<file path="config.mk">
export PLATFORM = sky130hd
export DESIGN_NAME = lsu_bus_bridge
export DESIGN_NICKNAME = d
export VERILOG_FILES = /design/src/rtl/lsu_bus_bridge.sv
export SDC_FILE = /design/constraint.sdc
export NUM_CORES = 1
export LEC_CHECK = 0
export CAP_MARGIN = 20
export CORE_MARGIN = 2
export CORE_UTILIZATION = 47
export CTS_CLUSTER_SIZE = 8
export DETAILED_ROUTE_END_ITERATION = 6
export PLACE_DENSITY_LB_ADDON = 0.15
export RECOVER_POWER = 100
export SLEW_MARGIN = 15
export SYNTH_ARGS = -nofsm -noshare
export SYNTH_HDL_FRONTEND = slang
export SYNTH_SLANG_ARGS = --single-unit
</file>
<file path="constraint.sdc">
create_clock -name i_clk -period 2.75 [get_ports i_clk]
set_input_delay 0.55 -clock i_clk [delete_from_list [all_inputs] [get_ports i_clk]]
set_output_delay 0.55 -clock i_clk [all_outputs]
set_load 0.005 [all_outputs]
</file>
<file path="src/rtl/lsu_bus_bridge.sv">
// ---------------------------------------------------------------------------
// lsu_bus_bridge
//   Load/store unit that sits between the CPU memory-access stage and a
//   variable-latency data bus. It holds the pipeline with o_busy while a bus
//   access is outstanding. It steers store bytes onto the correct lanes and
//   sign- or zero-extends load data. It reports misalignment, timeout and bus
//   error faults.
//
// Ports
//   i_clk, i_rst_n        clock (rising edge) / asynchronous active-low reset
//   i_clk_ce              pipeline clock enable, only used to leave DONE
//   i_req_rd, i_req_wr    load / store request levels from the MA stage
//   i_addr, i_wdata       byte address, LSB-aligned store data
//   i_funct3              [1:0] size (00 B, 01 H, 1x W), [2] zero-extend load
//   o_busy                stall request towards the pipeline clock enable
//   o_rdata               extended load result (held after DONE)
//   o_fault, o_fault_code 01 misaligned, 10 timeout, 11 bus error
//   o_bus_*               bus request: valid, word address, read strobe,
//                         byte write enables, lane-replicated write data
//   i_bus_ready/rdata/err bus completion, sampled when valid && ready
//   o_dbg_state           current FSM state (0 IDLE, 1 REQ, 2 DONE)
//
// Bus handshake: a request is presented with o_bus_valid=1 and all other
// o_bus_* outputs held stable until the cycle in which i_bus_ready=1. That
// cycle both accepts and completes the access, and i_bus_rdata/i_bus_err are
// sampled on that edge. If i_bus_ready never rises, valid is withdrawn after
// TIMEOUT cycles (never, when TIMEOUT is 0).
// ---------------------------------------------------------------------------
module lsu_bus_bridge #(
   parameter int ADDR_W      = 32,
   parameter int TIMEOUT     = 255,
   parameter bit ALIGN_CHECK = 1'b1
) (
   input  logic              i_clk,
   input  logic              i_rst_n,
   input  logic              i_clk_ce,
   input  logic              i_req_rd,
   input  logic              i_req_wr,
   input  logic [ADDR_W-1:0] i_addr,
   input  logic [31:0]       i_wdata,
   input  logic [2:0]        i_funct3,
   output logic              o_busy,
   output logic [31:0]       o_rdata,
   output logic              o_fault,
   output logic [1:0]        o_fault_code,
   output logic              o_bus_valid,
   output logic [ADDR_W-1:0] o_bus_addr,
   output logic              o_bus_rd,
   output logic [3:0]        o_bus_we,
   output logic [31:0]       o_bus_wdata,
   input  logic              i_bus_ready,
   input  logic [31:0]       i_bus_rdata,
   input  logic              i_bus_err,
   output logic [1:0]        o_dbg_state
);

   typedef enum logic [1:0] {
      ST_IDLE = 2'd0,
      ST_REQ  = 2'd1,
      ST_DONE = 2'd2
   } state_t;

   localparam bit TO_EN = (TIMEOUT != 0);

   state_t state, state_nxt;

   // ---------------- request decode (IDLE inputs) ----------------
   logic        req_any;
   logic        is_b, is_h, is_w;
   logic [1:0]  lane;
   logic        misaligned;
   logic [3:0]  we_pat, we_lane;
   logic [31:0] wdata_lane;

   assign req_any = i_req_rd | i_req_wr;
   assign lane    = i_addr[1:0];
   assign is_b    = (i_funct3[1:0] == 2'b00);
   assign is_h    = (i_funct3[1:0] == 2'b01);
   assign is_w    = i_funct3[1];          // size 11 behaves as a word

   assign misaligned = ALIGN_CHECK && ((is_h && lane[0]) || (is_w && (lane != 2'b00)));

   // Shifting the pattern by the lane drops bits past byte 3, which is the
   // intended behaviour for misaligned accesses when the check is disabled.
   assign we_pat     = is_b ? 4'b0001 : (is_h ? 4'b0011 : 4'b1111);
   assign we_lane    = we_pat << lane;
   assign wdata_lane = is_b ? {4{i_wdata[7:0]}} :
                       (is_h ? {2{i_wdata[15:0]}} : i_wdata);

   // ---------------- registered access attributes ----------------
   logic        ld_b, ld_h, ld_uns, is_store;
   logic [1:0]  ld_shift;
   logic [31:0] cnt;
   logic        timeout_hit;
   logic [31:0] rword_sh, ld_ext;

   // The counter holds the number of REQ cycles already completed. So the
   // last permitted cycle is the one where it equals TIMEOUT-1.
   assign timeout_hit = TO_EN && (cnt == 32'(TIMEOUT - 1));

   assign rword_sh = i_bus_rdata >> {ld_shift, 3'b000};
   always_comb begin
      ld_ext = rword_sh;
      if (ld_b)
         ld_ext = ld_uns ? {24'h0, rword_sh[7:0]} : {{24{rword_sh[7]}}, rword_sh[7:0]};
      else if (ld_h)
         ld_ext = ld_uns ? {16'h0, rword_sh[15:0]} : {{16{rword_sh[15]}}, rword_sh[15:0]};
   end

   // ---------------- FSM: state register ----------------
   always_ff @(posedge i_clk or negedge i_rst_n) begin
      if (!i_rst_n) state <= ST_IDLE;
      else          state <= state_nxt;
   end

   // ---------------- FSM: next state ----------------
   always_comb begin
      state_nxt = state;
      case (state)
         ST_IDLE: if (req_any) state_nxt = misaligned ? ST_DONE : ST_REQ;
         ST_REQ:  if (i_bus_ready || timeout_hit) state_nxt = ST_DONE;
         // Waiting for the pipeline to advance keeps a held request from
         // being issued a second time.
         ST_DONE: if (i_clk_ce) state_nxt = ST_IDLE;
         default: state_nxt = ST_IDLE;
      endcase
   end

   // ---------------- FSM: outputs ----------------
   // The reset term stops a request that is held high from showing busy
   // while reset is asserted.
   always_comb begin
      o_busy      = 1'b0;
      o_bus_valid = 1'b0;
      case (state)
         ST_IDLE: o_busy = i_rst_n & req_any;
         ST_REQ: begin
            o_busy      = i_rst_n;
            o_bus_valid = 1'b1;
         end
         default: ;
      endcase
   end

   assign o_dbg_state = state;

   // ---------------- datapath registers ----------------
   always_ff @(posedge i_clk or negedge i_rst_n) begin
      if (!i_rst_n) begin
         o_rdata      <= '0;
         o_fault      <= 1'b0;
         o_fault_code <= 2'b00;
         o_bus_addr   <= '0;
         o_bus_rd     <= 1'b0;
         o_bus_we     <= 4'b0000;
         o_bus_wdata  <= '0;
         ld_b         <= 1'b0;
         ld_h         <= 1'b0;
         ld_uns       <= 1'b0;
         ld_shift     <= 2'b00;
         is_store     <= 1'b0;
         cnt          <= '0;
      end else begin
         case (state)
            ST_IDLE: begin
               if (req_any) begin
                  if (misaligned) begin
                     o_fault      <= 1'b1;
                     o_fault_code <= 2'b01;
                  end else begin
                     // A store takes priority when both requests are set.
                     o_bus_addr  <= {i_addr[ADDR_W-1:2], 2'b00};
                     o_bus_rd    <= ~i_req_wr;
                     o_bus_we    <= i_req_wr ? we_lane : 4'b0000;
                     o_bus_wdata <= i_req_wr ? wdata_lane : 32'h0;
                     ld_b        <= is_b;
                     ld_h        <= is_h;
                     ld_uns      <= i_funct3[2];
                     ld_shift    <= lane;
                     is_store    <= i_req_wr;
                     cnt         <= '0;
                  end
               end
            end
            ST_REQ: begin
               cnt <= cnt + 32'd1;
               if (i_bus_ready || timeout_hit) begin
                  o_bus_addr  <= '0;
                  o_bus_rd    <= 1'b0;
                  o_bus_we    <= 4'b0000;
                  o_bus_wdata <= '0;
               end
               if (i_bus_ready) begin
                  if (!is_store) o_rdata <= ld_ext;
                  o_fault      <= i_bus_err;
                  o_fault_code <= i_bus_err ? 2'b11 : 2'b00;
               end else if (timeout_hit) begin
                  o_rdata      <= '0;
                  o_fault      <= 1'b1;
                  o_fault_code <= 2'b10;
               end
            end
            default: ;
         endcase
      end
   end

endmodule
</file>
==> impl_metrics.ini <==
[floorplanning]
fp.dieH_um = 124
pin_count = 214
start_util_pct = 48.5
fp.dieW_um = 124
die-area_mm2 = 0.0154
rows = 43
core_area_mm2 = 0.0140

[global_route]
grt-ovfl-total = 0
grt_pass1_wl_mm = 31.2
grt_max_degree = 68
grtUsageMet3_pct = 8.65
grt_antenna_before_repair = 0
grt_use_met2_pct = 42.0
top_usage_layer = met2
track_usage_pct = 26.5
grt_pass1_vias = 6040
grt_util_met1_pct = 34.7

[finish]
drive_above_1_share_pct = 6.79
nets = 950
final_common_cell = dfrtp_1
fill_cells = 1070
most-common-layout-cells = dfrtp_1 (142), clkdlybuf4s50_1 (106), dlygate4sd3_1 (105)
area_growth_pct = 42.8
diodes = 0
utilization_pct = 69.2

[timing]
slew_headroom_pct = 5.03
clock_skew_ns = 0.00928
rsz0062_at_grt = no
setup_ws_ns = 0.122
fmax_ghz = 0.380
finalCriticalPeriod_ns = 2.63
fin_crit_sh_pct = 95.6
finalSetupViolations = 0
tns_ns = 0
worst_pin_slew_ns = 1.42
finalHoldViolCount = 0
maxSlewViolCount = 0

[clocking]
htreeDepth = 4
cts_root_buffer = clkbuf_16
worstSkewPairLatency_ns = 0.42
clock_path_buffers = 2
cts_tree = yes
clock_sinks = 142
post-cts-setup-buffer-count = 0
numCtsBuffers = 17
path_clk_slew_ns = 0.06

[place]
gp_congestion = 0.901
dp_slack_ns = 0.111
post-dp-hpwl_mm = 14.0
io_buffers = 211

[worst_setup_path]
cp_num_buf_inv = 3
worstPathRequired_ns = 2.20
slowest_stage = dlygate4sd3_1
path_class = in2out
cp_max_fo = 31
cp-start-kind = primary input
crit_arrival_ns = 2.08
cp_cell_sequence = dlygate4sd3_1 > buf_12 > nor3b_1 > clkdlybuf4s50_1
cp_top_family = buffers and inverters
max_stage_delay_ns = 0.58
critPathCaptureType = primary output

[synth]
ys_seq_area_share_pct = 52.4
synth_top_family_by_area = compound AO/OA/AOI/OAI gates
yosysTopAreaCell = dfrtp_1
synth_cell_types = 52
synth_xor_area_share_pct = 1.94
synth_area_mm2 = 0.00678
yosys.area_share.simple_pct = 12.2
synth_edf_count = 0
yosysWarningCount = 0
synthAdderAreaFrac_pct = 0.369
ys_async_sr_fraction_pct = 100
ys.flop_type = dfrtp_1
synthMuxAreaShare_pct = 6.40
syn_area_per_cell_um2 = 10.7
syn-instance-count = 631
synthTopCellsByArea = dfrtp_1 (52%), a22o_1 (6.2%), mux2i_1 (5.9%)
synth-seq-cells = 142
synth_compound_area_share_pct = 23.1
synth_top_area_share_pct = 52.4

[pwr]
p_total_uw = 9400
peakVddDrop_mv = 0.542
leakagePower_uw = 0.00438
power_density_mw_per_mm2 = 971

[hold_path]
min_path_type = reg2reg

[routing]
drtIter0Drc = 472
drtPass1Iterations = 5
vias = 5970
vias_per_cell = 5.77
drc_errors = 0
wl_per_cell_um = 19.3
routed_wl_mm = 20.0
ant_nets = 0

[flow_run]
cap_violations = 0

[outcome]
status = complete, no violations
## power breakdown
| part | leakage (µW) | internal [µW] | switching, µW | total, µW |
|---|---|---|---|---|
| clock network | 0.000277 | 1380 | 899 | 2280 |
| registers | 0.00186 | 2850 | 589 | 3440 |
| logic | 0.00225 | 2020 | 1660 | 3680 |
## routing by layer
layer | share of wire [%] | up-vias
li1 | - | 2782
met1 | 42 | 2934
met2 | 49 | 230
met3 | 7.3 | 24
met4 | 1.5 | 0
met5 | 0 | -
## stage by stage
stage                     cells  cell area, µm²  hold slack, ns
after global routing       1034            9680           0.496
after CTS                  1034            9760           0.483
after detailed placement   1002            9170           0.444
after global placement     1002            9170           0.440
after floorplan             632            6790           0.254
final                      1034            9680           0.472
## registers in the layout (all words and copies together), names as in the netlist
name / count
o_bus_addr: 30
o_fault: 1
ld_shift: 2
ld_b: 1
o_bus_rd: 1
cnt: 32
o_fault_code: 2
o_dbg_state: 2
o_rdata: 32
o_bus_wdata: 32
is_store: 1
ld_uns: 1
ld_h: 1
o_bus_we: 4
## path summary, 6_finish.rpt
path | slack, ns | endpoint | cells after the start | startpoint
max | 0.12 | o_busy | 4 | i_rst_n
min | 0.47 | o_bus_we[0]$_DFFE_PN0P_ | 1 | o_bus_we[0]$_DFFE_PN0P_
max reg2reg | 0.23 | o_bus_wdata[24]$_DFFE_PN0P_ | 9 | cnt[0]$_DFFE_PN0P_
min reg2reg | 0.47 | o_bus_we[0]$_DFFE_PN0P_ | 1 | o_bus_we[0]$_DFFE_PN0P_
max in group asynchronous | 0.57 | o_rdata[29]$_DFFE_PN0P_ | 3 | i_rst_n
min in group asynchronous | 0.57 | cnt[21]$_DFFE_PN0P_ | 2 | i_rst_n
## area by class of cell
type	instances	area [µm²]	share of cell area, %
clock buffers	22	464	4.79
well taps	180	225	2.33
inverters	8	30.0	0.310
repair buffers	240	2320	23.9
flip-flops and latches	142	3550	36.7
clock inverters	9	111	1.15
multi-input cells	433	2980	30.8
## cells in the mapped netlist, types with 2 or more instances
master / n
nor4_1: 6
buf_4: 2
nand4_1: 14
o21ai_1: 3
inv_1: 8
and3_1: 6
xor2_1: 14
o31ai_1: 5
clkbuf_1: 29
a211oi_1: 23
ha_1: 2
nor2b_1: 11
or4_1: 5
nand2b_1: 3
nand3_1: 10
nand3b_1: 2
o21bai_1: 8
o21ai_0: 23
nand3_2: 2
buf_2: 15
mux2_2: 3
o2bb2ai_1: 41
mux2i_1: 40
buf_1: 3
dfrtp_1: 142
nor3_1: 7
a21oi_1: 43
a21o_1: 12
nand2_1: 30
nor2_1: 41
a22o_1: 48
or3_1: 10
## cells by family after synthesis
| kind of cell | Yosys count |
|---|---|
| and+or+nand+nor | 156 |
| other | 1 |
| AOI/OAI and AO/OA | 215 |
| buffers and inverters | 57 |
| DFF | 142 |
| adders and majority gates | 2 |
| xor gates and xnor gates | 15 |
| muxes | 43 |
## repair_timing
action	4_1_cts	5_1_grt
resized for setup	0	3
setup endpoints to repair	0	1
hold buffers	1	0
hold endpoints to repair	5	0
Power figures use the tool's default switching activity.
